## src/rtl/rf_write_arbiter.sv

```systemverilog
// Round-robin arbiter that shares the register-file write port between N_REQ writeback sources.
// Registers the winning write as a one-hot cell enable plus a common address/data bus.
module rf_write_arbiter #(
   parameter int N_REQ    = 3,
   parameter int NUM_REGS = 32,
   parameter int ADDR_W   = $clog2(NUM_REGS),
   parameter int DATA_W   = 32,
   parameter int ID_W     = $clog2(N_REQ)
) (
   input  logic                       clk,
   input  logic                       reset,
   input  logic                       hold,
   input  logic [N_REQ-1:0]           req_valid,
   input  logic [N_REQ*ADDR_W-1:0]    req_addr,
   input  logic [N_REQ*DATA_W-1:0]    req_data,
   output logic [N_REQ-1:0]           req_ready,
   output logic [NUM_REGS-1:0]        wr_en,
   output logic [ADDR_W-1:0]          wr_addr,
   output logic [DATA_W-1:0]          wr_data,
   output logic                       wr_valid,
   output logic [ID_W-1:0]            wr_id
);

   logic [ID_W-1:0]     ptr;
   logic [ID_W-1:0]     grant_id;
   logic [ID_W-1:0]     next_ptr;
   logic                found;
   logic [ADDR_W-1:0]   sel_addr;
   logic [DATA_W-1:0]   sel_data;
   logic [NUM_REGS-1:0] sel_dec;

   // Rotating priority done as two linear passes: indices at/after ptr first, then the ones before it.
   always_comb begin
      found    = 1'b0;
      grant_id = '0;
      if (!reset && !hold) begin
         for (int i = 0; i < N_REQ; i++) begin
            if (!found && req_valid[i] && (ID_W'(i) >= ptr)) begin
               found    = 1'b1;
               grant_id = ID_W'(i);
            end
         end
         for (int i = 0; i < N_REQ; i++) begin
            if (!found && req_valid[i] && (ID_W'(i) < ptr)) begin
               found    = 1'b1;
               grant_id = ID_W'(i);
            end
         end
      end
   end

   always_comb begin
      req_ready = '0;
      sel_addr  = '0;
      sel_data  = '0;
      for (int i = 0; i < N_REQ; i++) begin
         req_ready[i] = found && (grant_id == ID_W'(i));
         if (found && (grant_id == ID_W'(i))) begin
            sel_addr = req_addr[i*ADDR_W +: ADDR_W];
            sel_data = req_data[i*DATA_W +: DATA_W];
         end
      end
   end

   // Register 0 and out-of-range addresses never match a decode line, so they write nothing.
   always_comb begin
      sel_dec = '0;
      for (int r = 1; r < NUM_REGS; r++) begin
         sel_dec[r] = (sel_addr == ADDR_W'(r));
      end
   end

   assign next_ptr = (grant_id == ID_W'(N_REQ - 1)) ? '0 : grant_id + 1'b1;

   always_ff @(posedge clk) begin
      if (reset) begin
         ptr      <= '0;
         wr_en    <= '0;
         wr_addr  <= '0;
         wr_data  <= '0;
         wr_valid <= 1'b0;
         wr_id    <= '0;
      end else begin
         wr_valid <= found;
         wr_en    <= '0;
         if (found) begin
            ptr     <= next_ptr;
            wr_id   <= grant_id;
            wr_addr <= sel_addr;
            wr_data <= sel_data;
            wr_en   <= sel_dec;
         end
      end
   end

endmodule

```

## config.mk

```make
export PLATFORM = sky130hd
export DESIGN_NAME = rf_write_arbiter
export DESIGN_NICKNAME = d
export VERILOG_FILES = /design/src/rtl/rf_write_arbiter.sv
export SDC_FILE = /design/constraint.sdc
export NUM_CORES = 1
export LEC_CHECK = 0
export BUFFER_PORTS_ARGS = -buffer_cell sky130_fd_sc_hd__buf_2
export CORE_MARGIN = 10
export CORE_UTILIZATION = 44
export DETAILED_ROUTE_END_ITERATION = 12
export PLACE_DENSITY = 0.81
export SYNTH_ARGS = -nofsm -noshare
export SYNTH_HDL_FRONTEND = slang
export SYNTH_SLANG_ARGS = --single-unit
```

## constraint.sdc

```tcl
create_clock -name clk -period 2.13 [get_ports clk]
set_input_delay 0.426 -clock clk [delete_from_list [all_inputs] [get_ports clk]]
set_output_delay 0.426 -clock clk [all_outputs]
set_load 0.01 [all_outputs]
```

### Word-level counts from Yosys, hierarchy flattened

Cells that the tools add are included.

* bits in registers: 74
* input bits: 117
* word-level logic and storage cells: 97
* output and inout port bits: 75

* eq/ne operators: 33
* multiplexer cells: 25
* order comparisons: 6
* reductions and logical operators: 24
* $add $sub $neg: 1
* bitwise gates (word level): 1

Operator list (number)
* $mux 32: 3
* $eq 5x5->1 const B: 16
* $eq 5x4->1 const B: 8
* $eq 5x3->1 const B: 4
* $logic_and 1x1->1: 15
* $mux 5: 3
* $mux 1: 13
* $mux 2: 6
* $eq 5x2->1 const B: 2
* $logic_not 1->1: 7
* $eq 5x1->1 const B: 1
* $ge 1x2->1 const A: 2
* $lt 1x2->1 const A: 2
* $add 2x1->2 const B: 1
* $eq 2x1->1 const B: 1
* $eq 2x2->1 const B: 1
* $ge 2x2->1 const A: 1
* $logic_not 2->1: 1
* $lt 2x2->1 const A: 1
* $reduce_or 2->1: 1
* $not 1->1: 1

### Depth between registers and ports, before layout

* depth in word-level cells: 35
* gate-level depth with buffers: 7
* depth with buffers taken out: 6

### Worst setup path before layout

Ideal clock, no wire load.

* path kind: input to output
* from: input port req_valid[2]
* to: output port req_ready[0]
* slack: 182 ps
* stages on the path: 6
* required time: 1704 ps
* data arrival time: 1522 ps
* buffers on the path: 1
* path through: and3b_4 a211oi_4 nand2_2 clkbuf_1 nand3_1 inv_1

* word-level cells in the longest chain between the ends: 21
* elaborated cells between the ends (all ways): 26
* those cells by class: mux: 13; reduce/logical: 13

RTL lines
* from (decl): line 13 `input logic [N_REQ-1:0] req_valid,`
* $logic_and 1x1->1 (2 in a row): line 38 `if (!found && req_valid[i] && (ID_W'(i) >= ptr)) begin`
* $mux 1: line 38
* $mux 1: line 36 `if (!reset && !hold) begin`
* $logic_not 1->1: line 44 `if (!found && req_valid[i] && (ID_W'(i) < ptr)) begin`
* $logic_and 1x1->1 (2 in a row): line 44
* $mux 1: line 44
* $mux 1: line 36
* $logic_not 1->1: line 44
* $logic_and 1x1->1 (2 in a row): line 44
* $mux 1: line 44
* $mux 1: line 36
* $logic_not 1->1: line 44
* $logic_and 1x1->1 (2 in a row): line 44
* $mux 2: line 44
* $mux 2: line 36
* $logic_not 2->1: line 57 `req_ready[i] = found && (grant_id == ID_W'(i));`
* $logic_and 1x1->1 (*): line 57
* to (decl): line 16 `output logic [N_REQ-1:0] req_ready,`

Every way passes the cells marked *; elsewhere a longest branch is shown, timed or not. The select of a mux whose other input is x is not followed.

### Worst setup path after layout

* from: register ptr[1]
* to: output port req_ready[2]

* word-level cells in the longest chain between the ends: 31
* elaborated cells between the ends (all ways): 42
* those cells by class: order compare: 6; eq/ne: 1; mux: 18; reduce/logical: 17

RTL lines
* from (decl): line 24 `logic [ID_W-1:0] ptr;`
* from (signal assigned): line 87 `ptr <= next_ptr;`
* $ge 1x2->1: line 38
* $logic_and 1x1->1: line 38
* $mux 1: line 38
* $mux 1: line 36
* $logic_not 1->1: line 38
* $logic_and 1x1->1 (2 in a row): line 38
* $mux 1: line 38
* $mux 1: line 36
* (+13 left out)
* $mux 1: line 44
* $mux 1: line 36
* $logic_not 1->1: line 44
* $logic_and 1x1->1 (2 in a row): line 44
* $mux 2: line 44
* $mux 2: line 36
* $eq 2x2->1: line 57
* $logic_and 1x1->1 (*): line 57

Marks and branches as above.

==> metrics.yaml <==
status:
  outcome: "complete, no violations"
run:
  max_cap_viol_count: 0
finish:
  final_core_util_pct: 68.1
  final_cell_mix: "buf_2 (190), dfxtp_1 (71), nand2_1 (47), nor2_1 (46), o21ai_0 (37)"
  fin_cells: 705
  diodes: 0
  drive_gt1_share_pct: 45.4
  layout_commonest_cell: "buf_2"
  final_nets: 718
  syn2layout_area_growth_pct: 49.5
  finish.instance_area_mm2: 0.00497
power:
  total_power_mw: 3.60
  peakVddDrop_mv: 0.426
  p_per_area_mw_per_mm2: 724
  leakage_nw: 2.24
yosys:
  seq_area_frac_synth_pct: 44.0
  synth_compound_area_share_pct: 33.8
  synth_top_family_by_area: "compound AO/OA/AOI/OAI gates"
  synth_xor_area_share_pct: 0
  synthCells: 389
  synth_fa_ha_area_share_pct: 0
  netlist_area_mm2: 0.00332
  yosys.area_share.simple_pct: 17.5
  ys_ff_latch: 73
  synthFlopType: "dfxtp_1"
  synthDistinctLibCells: 52
  synthesis.nets: 506
  yosysWarnings: 0
  synthArstFlopShare_pct: 0
  syn_avg_cell_area_um2: 8.54
  synth_edf_count: 0
  synth_mux_area_share_pct: 0
critical_path:
  end_kind: "output port"
  worst-path-max-fanout: 7
  path_class: "flop to output port"
  critical_path.startpoint: "ptr[1]"
  worst-r2r-cell-count: 7
  cp_cell_sequence: "nor2b_2, o311ai_4, inv_2, buf_2"
  critical-path-slowest-cell: "o311ai_4"
  worst_ep_required_time_ns: 1.70
  rr_startpoint: "ptr[0]"
  critPathLaunchType: "flop"
  endpoint: "req_ready[2]"
  critPathMaxStageDelay_ns: 0.42
  r2r_slack_ns: 0.07
  cp.arrival_ns: 1.64
  r2r_end: "wr_en[26]"
sta:
  fin_crit_sh_pct: 96.9
  slew_headroom_pct: 65.5
  holdWs_ns: 0.339
  slew_violations: 0
  layout_setup_ws_ns: 0.0668
  final_hold_viol_count: 0
  tns_ns: 0
  worst_slew_pin_slew_ns: 0.517
  post-route-min-period_ns: 2.06
  rsz0062_at_grt: "yes"
  fin_worst_skew_ns: 0.00694
  fmax_ghz: 0.485
  setup_viol: 0
clocking:
  cts_tree: "done"
  cts.sinks: 73
  cts_hold_buf: 0
  path_clk_slew_ns: 0.08
  clock_latency_ns: 0.34
  cts_root_buf: "clkbuf_8"
  cts_buffer_depth: 2
  numCtsBuffers: 9
  h-tree-depth: 3
placed_design:
  portBuffers: 190
  dpl_cell_area_mm2: 0.00457
  place_inst: 686
  place_congestion: 0.930
  hpwlAfterDp_um: 10300
  pre_cts_ws_ns: -0.158
detailed_routing:
  vias: 3954
  first_pass_iters: 6
  via_per_inst: 5.61
  ant_nets: 0
  routedWlPerCell_um: 18.7
  wirelength_um: 13200
  drt_iter0_markers: 224
  drc_errors: 0
global_route:
  grt_max_degree: 35
  grt_pass1_wl_um: 20300
  first_global_vias: 3872
  antenna_found_initial: 0
  grt_overflow: 0
  grt_usage_pct: 21.6
floorplan:
  die_w_um: 107
  num_io_pins: 192
  start_util_pct: 45.6
  die-area_mm2: 0.0114
  rows: 31
  dieHeight_um: 107
  core_mm2: 0.00729
worst_hold_path:
  hold_path.class: "primary input to flop"
  hold_path_startpoint: "req_data[64]"
state kept, by name, summed over array words and instances (netlist names):
name and flops:
wr_en 31, ptr 2, wr_valid 1, wr_data 32, wr_id 2, wr_addr 5
final cells by class:
cell class | instances | area [um^2]
Fill cell | 635 | 2320
Multi-Input combinational cell | 281 | 1800
Sequential cell | 73 | 1460
Timing Repair Buffer | 226 | 1250
Clock inverter | 7 | 166
Clock buffer | 9 | 124
Tap cell | 99 | 124
Inverter | 10 | 38.8
timing repair:
item / 4_1_cts / 5_1_grt
pin swaps: 1 / 2
gates resized for setup: 9 / 14
setup buffers: 1 / 2
endpoints found under the hold margin: 0 / 0
endpoints found under the setup margin: 4 / 20
where the power goes:
part / switching [mW] / leakage, nW / internal (mW) / total, mW
clock: 0.531 / 0.140 / 1.02 / 1.55
sequential: 0.0339 / 0.597 / 1.43 / 1.47
combinational: 0.335 / 1.50 / 0.249 / 0.584
total: 0.899 / 2.24 / 2.70 / 3.60
logic make-up (layout without fill, tap and decap cells):
kind of cell,Yosys count,in the layout
buf+inv,35,252
flops,73,73
other cells,1,1
simple gates,128,128
compound gates,152,152
synthesized netlist by cell type (all sizes together) (2+ instances only):
cell / number / area, um^2
a2111oi: 11 / 115
a211oi: 17 / 153
a21oi: 18 / 93.8
a22oi: 7 / 52.6
a31oi: 4 / 25.0
a32oi: 3 / 48.8
and3b: 2 / 21.3
buf: 14 / 70.1
clkbuf: 11 / 41.3
dfxtp: 73 / 1460
inv: 9 / 33.8
nand2: 49 / 189
nand3: 6 / 30.0
nand3b: 3 / 22.5
nor2: 49 / 191
nor2b: 3 / 18.8
nor3: 6 / 40.0
nor4: 2 / 18.8
o211ai: 2 / 15.0
o21ai: 45 / 229
o221ai: 35 / 307
o22ai: 3 / 18.8
o31ai: 2 / 15.0
or3: 2 / 12.5
worst max-delay path: cells and delay by family (launching register included):
family / cells / cell delay [ns]
DFF: 1 / 0.35
and+or+nand+nor: 1 / 0.18
AOI/OAI and AO/OA: 1 / 0.42
buffers and inverters: 2 / 0.33
worst min path at each step:
stage / slack, ns / depth (start not counted) / endpoint
CTS: 0.33 / 3 / wr_data[0]
detailed placement: 0.44 / 2 / wr_data[31]
finish: 0.34 / 3 / wr_data[0]
global placement: 0.43 / 2 / wr_data[24]
global route: 0.35 / 3 / wr_data[6]
floorplan: 0.46 / 2 / ptr[1]
metal layers:
metal | track usage (%) | vias up | wire (um)
met4 | 6.09 | 0 | 180
met1 | 25.6 | 1832 | 5210
met2 | 37.8 | 220 | 6710
li1 | - | 1886 | -
met5 | 0 | - | 0
met3 | 5.51 | 16 | 1070
Power figures use the tool's default switching activity.
